[config.mk]
export PLATFORM = sky130hd
export DESIGN_NAME = rv32i_pipe_ctrl
export DESIGN_NICKNAME = d
export VERILOG_FILES = /design/src/rtl/rv32i_pipe_ctrl_pkg.sv /design/src/rtl/rv32i_hazard_detect.sv /design/src/rtl/rv32i_pipe_ctrl.sv
export SDC_FILE = /design/constraint.sdc
export NUM_CORES = 1
export LEC_CHECK = 0
export ABC_AREA = 1
export CAP_MARGIN = 20
export CORE_UTILIZATION = 44
export CTS_CLUSTER_DIAMETER = 120
export DETAILED_ROUTE_END_ITERATION = 10
export PLACE_DENSITY = 0.81
export SETUP_SLACK_MARGIN = 0.05
export SLEW_MARGIN = 20
export SYNTH_ARGS = -nofsm -noshare
export SYNTH_HDL_FRONTEND = slang
export SYNTH_SLANG_ARGS = --single-unit
[constraint.sdc]
create_clock -name clk -period 2 [get_ports clk]
set_input_delay 0.3 -clock clk [delete_from_list [all_inputs] [get_ports clk]]
set_output_delay 0.3 -clock clk [all_outputs]
set_load 0.005 [all_outputs]
[src/rtl/rv32i_pipe_ctrl_pkg.sv]
// Shared definitions for the RV32I pipeline hazard/redirect controller:
// FSM encodings, reset polarity, register-index constants and a saturating increment.
package rv32i_pipe_ctrl_pkg;

  typedef enum logic [1:0] {
    ST_RUN   = 2'd0,
    ST_LUSE  = 2'd1,
    ST_MWAIT = 2'd2,
    ST_RDIR  = 2'd3
  } ctrl_state_e;

  localparam logic RESET_ACTIVE = 1'b1;

  localparam int unsigned REG_IDX_W = 5;
  localparam logic [REG_IDX_W-1:0] REG_ZERO = '0;

  localparam int unsigned FLUSH_CNT_W = 3;
  localparam int unsigned TMO_CNT_W   = 16;

  function automatic logic [31:0] sat_inc32(input logic [31:0] v);
    return (v == 32'hFFFF_FFFF) ? v : v + 32'd1;
  endfunction

endpackage

[src/rtl/rv32i_hazard_detect.sv]
// Load-use compare: flags an ID instruction that reads the register a load in EX
// is about to write. x0 never creates a hazard since it is hardwired to zero.
module rv32i_hazard_detect
  import rv32i_pipe_ctrl_pkg::*;
(
  input  logic [REG_IDX_W-1:0] id_rs1,
  input  logic [REG_IDX_W-1:0] id_rs2,
  input  logic                 id_rs1_read,
  input  logic                 id_rs2_read,
  input  logic                 ex_mem_read,
  input  logic [REG_IDX_W-1:0] ex_rd,
  output logic                 load_use
);

  logic rs1_match;
  logic rs2_match;

  assign rs1_match = id_rs1_read && (id_rs1 == ex_rd);
  assign rs2_match = id_rs2_read && (id_rs2 == ex_rd);
  assign load_use  = ex_mem_read && (ex_rd != REG_ZERO) && (rs1_match || rs2_match);

endmodule

[src/rtl/rv32i_pipe_ctrl.sv]
// Pipeline hazard and redirect controller: Mealy PC/pipeline strobes with priority
// mem_busy > redirect > load-use, plus saturating statistics and sticky error flags.
//
//   state | meaning
//   RUN   | normal issue
//   LUSE  | load-use bubble just inserted; evaluates like RUN
//   MWAIT | data memory was busy; evaluates like RUN once it is ready
//   RDIR  | post-redirect IF/ID flush window, flush_rem_q cycles left
module rv32i_pipe_ctrl
  import rv32i_pipe_ctrl_pkg::*;
#(
  parameter int unsigned ADDR_W       = 32,
  parameter int unsigned FLUSH_CYCLES = 1,
  parameter int unsigned MEM_TIMEOUT  = 255
) (
  input  logic                 clk,
  input  logic                 rst,
  input  logic [REG_IDX_W-1:0] id_rs1,
  input  logic [REG_IDX_W-1:0] id_rs2,
  input  logic                 id_rs1_read,
  input  logic                 id_rs2_read,
  input  logic                 ex_mem_read,
  input  logic [REG_IDX_W-1:0] ex_rd,
  input  logic                 ex_branch_taken,
  input  logic [ADDR_W-1:0]    ex_branch_offset,
  input  logic                 ex_jump,
  input  logic [ADDR_W-1:0]    ex_jump_target,
  input  logic                 mem_busy,
  input  logic                 err_clr,
  output logic                 pc_stall,
  output logic                 pc_branch,
  output logic                 pc_jump,
  output logic [ADDR_W-1:0]    pc_offset,
  output logic [ADDR_W-1:0]    pc_jump_pc,
  output logic                 if_id_stall,
  output logic                 if_id_flush,
  output logic                 id_ex_stall,
  output logic                 id_ex_flush,
  output logic                 ex_mem_stall,
  output logic [31:0]          stall_cnt,
  output logic [31:0]          flush_cnt,
  output logic [1:0]           err
);

  localparam logic [FLUSH_CNT_W-1:0] FLUSH_RELOAD = FLUSH_CNT_W'(FLUSH_CYCLES - 1);
  localparam logic [TMO_CNT_W-1:0]   TMO_RELOAD   = TMO_CNT_W'(MEM_TIMEOUT);

  ctrl_state_e            state_q, state_d;
  logic [FLUSH_CNT_W-1:0] flush_rem_q, flush_rem_d;
  logic [TMO_CNT_W-1:0]   tmo_left_q, tmo_left_d;
  logic [31:0]            stall_cnt_q, stall_cnt_d;
  logic [31:0]            flush_cnt_q, flush_cnt_d;
  logic [1:0]             err_q, err_d;
  logic [1:0]             err_set;
  logic                   rst_act;
  logic                   redirect;
  logic                   load_use;

  assign rst_act  = (rst == RESET_ACTIVE);
  assign redirect = ex_branch_taken || ex_jump;

  rv32i_hazard_detect u_hazard (
    .id_rs1      (id_rs1),
    .id_rs2      (id_rs2),
    .id_rs1_read (id_rs1_read),
    .id_rs2_read (id_rs2_read),
    .ex_mem_read (ex_mem_read),
    .ex_rd       (ex_rd),
    .load_use    (load_use)
  );

  always_comb begin
    state_d      = state_q;
    flush_rem_d  = flush_rem_q;
    err_set      = 2'b00;
    pc_stall     = 1'b0;
    pc_branch    = 1'b0;
    pc_jump      = 1'b0;
    if_id_stall  = 1'b0;
    if_id_flush  = 1'b0;
    id_ex_stall  = 1'b0;
    id_ex_flush  = 1'b0;
    ex_mem_stall = 1'b0;

    if (mem_busy) begin
      // EX is frozen: a pending redirect and any flush window wait it out.
      pc_stall     = 1'b1;
      if_id_stall  = 1'b1;
      id_ex_stall  = 1'b1;
      ex_mem_stall = 1'b1;
      state_d      = (state_q == ST_RDIR) ? ST_RDIR : ST_MWAIT;
    end else if (redirect) begin
      pc_branch   = ex_branch_taken;
      pc_jump     = !ex_branch_taken;
      if_id_flush = 1'b1;
      id_ex_flush = 1'b1;
      err_set[0]  = ex_branch_taken && ex_jump;
      if (FLUSH_CYCLES > 1) begin
        state_d     = ST_RDIR;
        flush_rem_d = FLUSH_RELOAD;
      end else begin
        state_d = ST_RUN;
      end
    end else if (state_q == ST_RDIR) begin
      // ID holds a bubble from the redirect flush, so no load-use check here.
      if_id_flush = 1'b1;
      flush_rem_d = flush_rem_q - 1'b1;
      if (flush_rem_q <= FLUSH_CNT_W'(1)) begin
        state_d = ST_RUN;
      end
    end else if (load_use) begin
      pc_stall    = 1'b1;
      if_id_stall = 1'b1;
      id_ex_flush = 1'b1;
      state_d     = ST_LUSE;
    end else begin
      state_d = ST_RUN;
    end

    // Timeout is a down-counter; err[1] fires on the busy cycle that hits terminal count.
    tmo_left_d = TMO_RELOAD;
    if (mem_busy) begin
      tmo_left_d = (tmo_left_q != '0) ? tmo_left_q - 1'b1 : tmo_left_q;
      err_set[1] = (tmo_left_q == TMO_CNT_W'(1));
    end

    stall_cnt_d = pc_stall ? sat_inc32(stall_cnt_q) : stall_cnt_q;
    flush_cnt_d = (!mem_busy && redirect) ? sat_inc32(flush_cnt_q) : flush_cnt_q;
    err_d       = (err_q & ~{2{err_clr}}) | err_set;

    if (rst_act) begin
      pc_stall     = 1'b0;
      pc_branch    = 1'b0;
      pc_jump      = 1'b0;
      if_id_stall  = 1'b0;
      if_id_flush  = 1'b0;
      id_ex_stall  = 1'b0;
      id_ex_flush  = 1'b0;
      ex_mem_stall = 1'b0;
    end
  end

  always_ff @(posedge clk) begin
    if (rst_act) begin
      state_q     <= ST_RUN;
      flush_rem_q <= '0;
      tmo_left_q  <= TMO_RELOAD;
      stall_cnt_q <= '0;
      flush_cnt_q <= '0;
      err_q       <= 2'b00;
    end else begin
      state_q     <= state_d;
      flush_rem_q <= flush_rem_d;
      tmo_left_q  <= tmo_left_d;
      stall_cnt_q <= stall_cnt_d;
      flush_cnt_q <= flush_cnt_d;
      err_q       <= err_d;
    end
  end

  assign pc_offset  = ex_branch_offset;
  assign pc_jump_pc = ex_jump_target;
  assign stall_cnt  = stall_cnt_q;
  assign flush_cnt  = flush_cnt_q;
  assign err        = err_q;

endmodule

==> summary.md <==
| Metric | Value |
|---|---|
| MaxCap Viol Count | `0` |
| Pwr Density | `571 nW/um^2` |
| WS Path Type | `input port to output port` |
| Total track usage | `21.3%` |
| Total grt overflow | `0` |
| Post-DR wirelength/cell | `12.3 microns` |
| CTS max path bufs | `2` |
| Share of layout cells above drive strength 1 | `11.9%` |
| Clk slew on worst S/H paths | `0.07 ns` |
| Drt drc | `0` |
| DR iter-0 viols | `403` |
| WL final | `14000 microns` |
| Max-slew headroom | `58.9%` |
| ANT cells | `0` |
| TritonCTS Buffers | `9` |
| DP HPWL | `10100 microns` |
| CTS sink cnt | `87` |
| Non-Filler Instances | `1143` |
| ANT nets after route | `0` |
| Die Y | `115 microns` |
| Die ar. | `13200 sq um` |
| Final Hold Fails | `0` |
| CP Capture Type | `output port` |
| Setup TNS | `0 ns` |
| GP Congestion | `0.935` |
| YS warnings | `0` |
| Final Max Slew Viols | `0` |
| FP Rows | `40` |
| Clock Tree Root | `clkbuf_16` |
| Finish-stage setup viols | `0` |
| Slew @ Worst Pin | `0.616 ns` |
| Outcome | `finished clean` |
| Largest net degree at the start of global routing | `56` |
| Worst min-delay path category | `input port to register` |
| Fin crit share | `93.6%` |
| Initial antenna violation count | `0` |
| Reg area | `1740 sq um` |
| Critical path fanouts, max | `3` |
| Skew-Pair Late Insertion Delay | `0.34 ns` |
| Yosys reg bits | `87` |
| Commonest non-fill, non-tap cell in the layout | `nand2_1` |
| Routed vias/inst | `4.98` |
| CTS tree | `built` |
| RSZ-0062 raised after global routing | `no` |
| Die Width | `115 microns` |
| Vias | `5690` |
| Core ar. | `12200 sq um` |
| Nets | `1064` |
| Arr. time, crit path | `1.57 ns` |
| Syn Inst Count | `891` |
| Area growth, synth to finish | `25.8%` |
| Clk_skew | `0.00756 ns` |
| Seq/Total Area, Yosys | `31.1%` |
| Placed Instances | `1122` |
| Synthesized Nets | `985` |
| Global-route wire length before repair | `22600 microns` |
| Maximum vdd drop | `0.564 mV` |
| P_leak | `3.05 nW` |
| Most frequent cells in the layout | `228 x nand2_1, 151 x nor2_1, 90 x inv_1` |
| Min cycle time layout | `1.87 ns` |
| Number of buffers added on ports | `97` |
| Required time worst endpoint | `1.70 ns` |
| CP Launch Type | `input port` |
| Max Clk Rate | `534 MHz` |
| # fillers | `1171` |
| H-tree levels | `3` |
| Area of the multi-input gates | `2990 sq um` |
| Pre-antenna DRT Iters | `5` |
| Starting Density | `45.9%` |
| Vias in the first global route | `5042` |
| Avg Inst Size Synth | `6.29 sq um` |
| Yosys cell types | `37` |
| Post-synthesis instance area | `5610 sq um` |
| Io pins | `226` |
-- where the power goes --
group          switching, mW  leakage (nW)  internal, mW
Sequential            0.0159         0.704          1.75
Clock                  0.701         0.166          1.22
Combinational          0.181          2.18         0.160
-- cell families (layout without fill, tap and decap cells) --
group / Yosys count / count (layout) / share of synthesized area [%]
AND/OR/NAND/NOR: 515 / 516 / 39.2
buffers and inverters: 182 / 265 / 17.7
flip-flops: 87 / 87 / 31.1
AO/OA/AOI/OAI: 82 / 82 / 7.72
XOR/XNOR: 19 / 19 / 2.97
adder cells (fa/ha/maj): 6 / 6 / 1.34
-- metal layers --
layer,vias up,global-route usage [%],part of all wire [%]
li1,2918,-,-
met1,2555,26.2,45
met2,194,36.2,48
met3,23,5.96,6.6
met4,0,6.49,0.91
met5,-,0,0
-- cell type report --
class	count	area share, %
Clock inverter	6	1.54
Tap cell	168	2.98
Timing Repair Buffer	155	20.2
Inverter	94	5.00
Clock buffer	10	3.25
Sequential cell	87	24.7
Multi-Input combinational cell	623	42.3
-- flip-flops by register name (all words and copies together) (netlist names) --
register     count
state_q          2
err              2
stall_cnt       32
flush_rem_q      3
flush_cnt       32
tmo_left_q      16
-- metrics by stage --
step                setup WS (ns)  instance area, sq um  hold slack (ns)  utilization (%)  total power, mW
floorplan                   0.239                  5610            0.426                -             2.08
global placement           -0.423                  6570            0.462             53.8             2.13
detailed placement         -0.464                  6570            0.456             53.8             2.14
CTS                        0.0431                  6900            0.390             56.5             4.05
global route               0.0507                  7050            0.426             57.7             4.17
finish                      0.127                  7050            0.397             57.7             4.03
-- critical path, stage by stage --
cell and delay (ns):
clkdlybuf4s50_1 0.46, inv_1 0.05, nand2_1 0.05, nand2_1 0.05, nor2_1 0.08, nand3_1 0.11
nand2_2 0.10, nand3_2 0.09, a21oi_4 0.15, buf_2 0.14
-- worst paths after layout --
check / start / to / slack, ns / cells after the start
max reg2reg: flush_cnt[1]$_SDFFE_PP0P_ / flush_cnt[25]$_SDFFE_PP0P_ / 0.18 / 10
min reg2reg: err[1]$_SDFF_PP0_ / err[1]$_SDFF_PP0_ / 0.47 / 2
max: id_rs1[0] / pc_stall / 0.13 / 10
min: ex_jump / err[0]$_SDFF_PP0_ / 0.40 / 2
-- synthesized netlist by cell type --
cell type | count | area [sq um]
nand2_1 | 233 | 875
nor2_1 | 155 | 582
inv_1 | 94 | 353
dfxtp_1 | 87 | 1740
buf_4 | 70 | 526
nand3_1 | 59 | 295
a21oi_1 | 56 | 280
nor3_1 | 25 | 125
o21ai_0 | 17 | 85.1
nand4_1 | 16 | 100
xor2_1 | 14 | 123
buf_2 | 7 | 35.0
clkbuf_1 | 6 | 22.5
ha_1 | 6 | 75.1
nor2_2 | 5 | 31.3
xnor2_1 | 5 | 43.8
o211ai_1 | 4 | 30.0
nand3_2 | 3 | 30.0
nand3b_1 | 3 | 22.5
and3_1 | 2 | 12.5
buf_6 | 2 | 22.5
buf_8 | 2 | 30.0
nand2_2 | 2 | 12.5
nor2_4 | 2 | 22.5
nor4_1 | 2 | 12.5
o31ai_1 | 2 | 15.0
or2_2 | 2 | 12.5
a21boi_1 | 1 | 7.51
a32o_1 | 1 | 10.0
and2_1 | 1 | 6.26
buf_1 | 1 | 3.75
nand2_4 | 1 | 11.3
nand3_4 | 1 | 17.5
nor2b_1 | 1 | 6.26
nor3_4 | 1 | 16.3
nor3b_1 | 1 | 7.51
o21ai_1 | 1 | 5.00
-- what timing repair did --
item | 4_1_cts | 5_1_grt
hold buffers | 0 | 0
cloned | 0 | 1
pin swaps | 2 | 14
gates resized for setup | 23 | 32
setup buffers | 1 | 3
endpoints found under the setup margin | 8 | 48
Note: power is estimated with default switching activity, not from simulation.
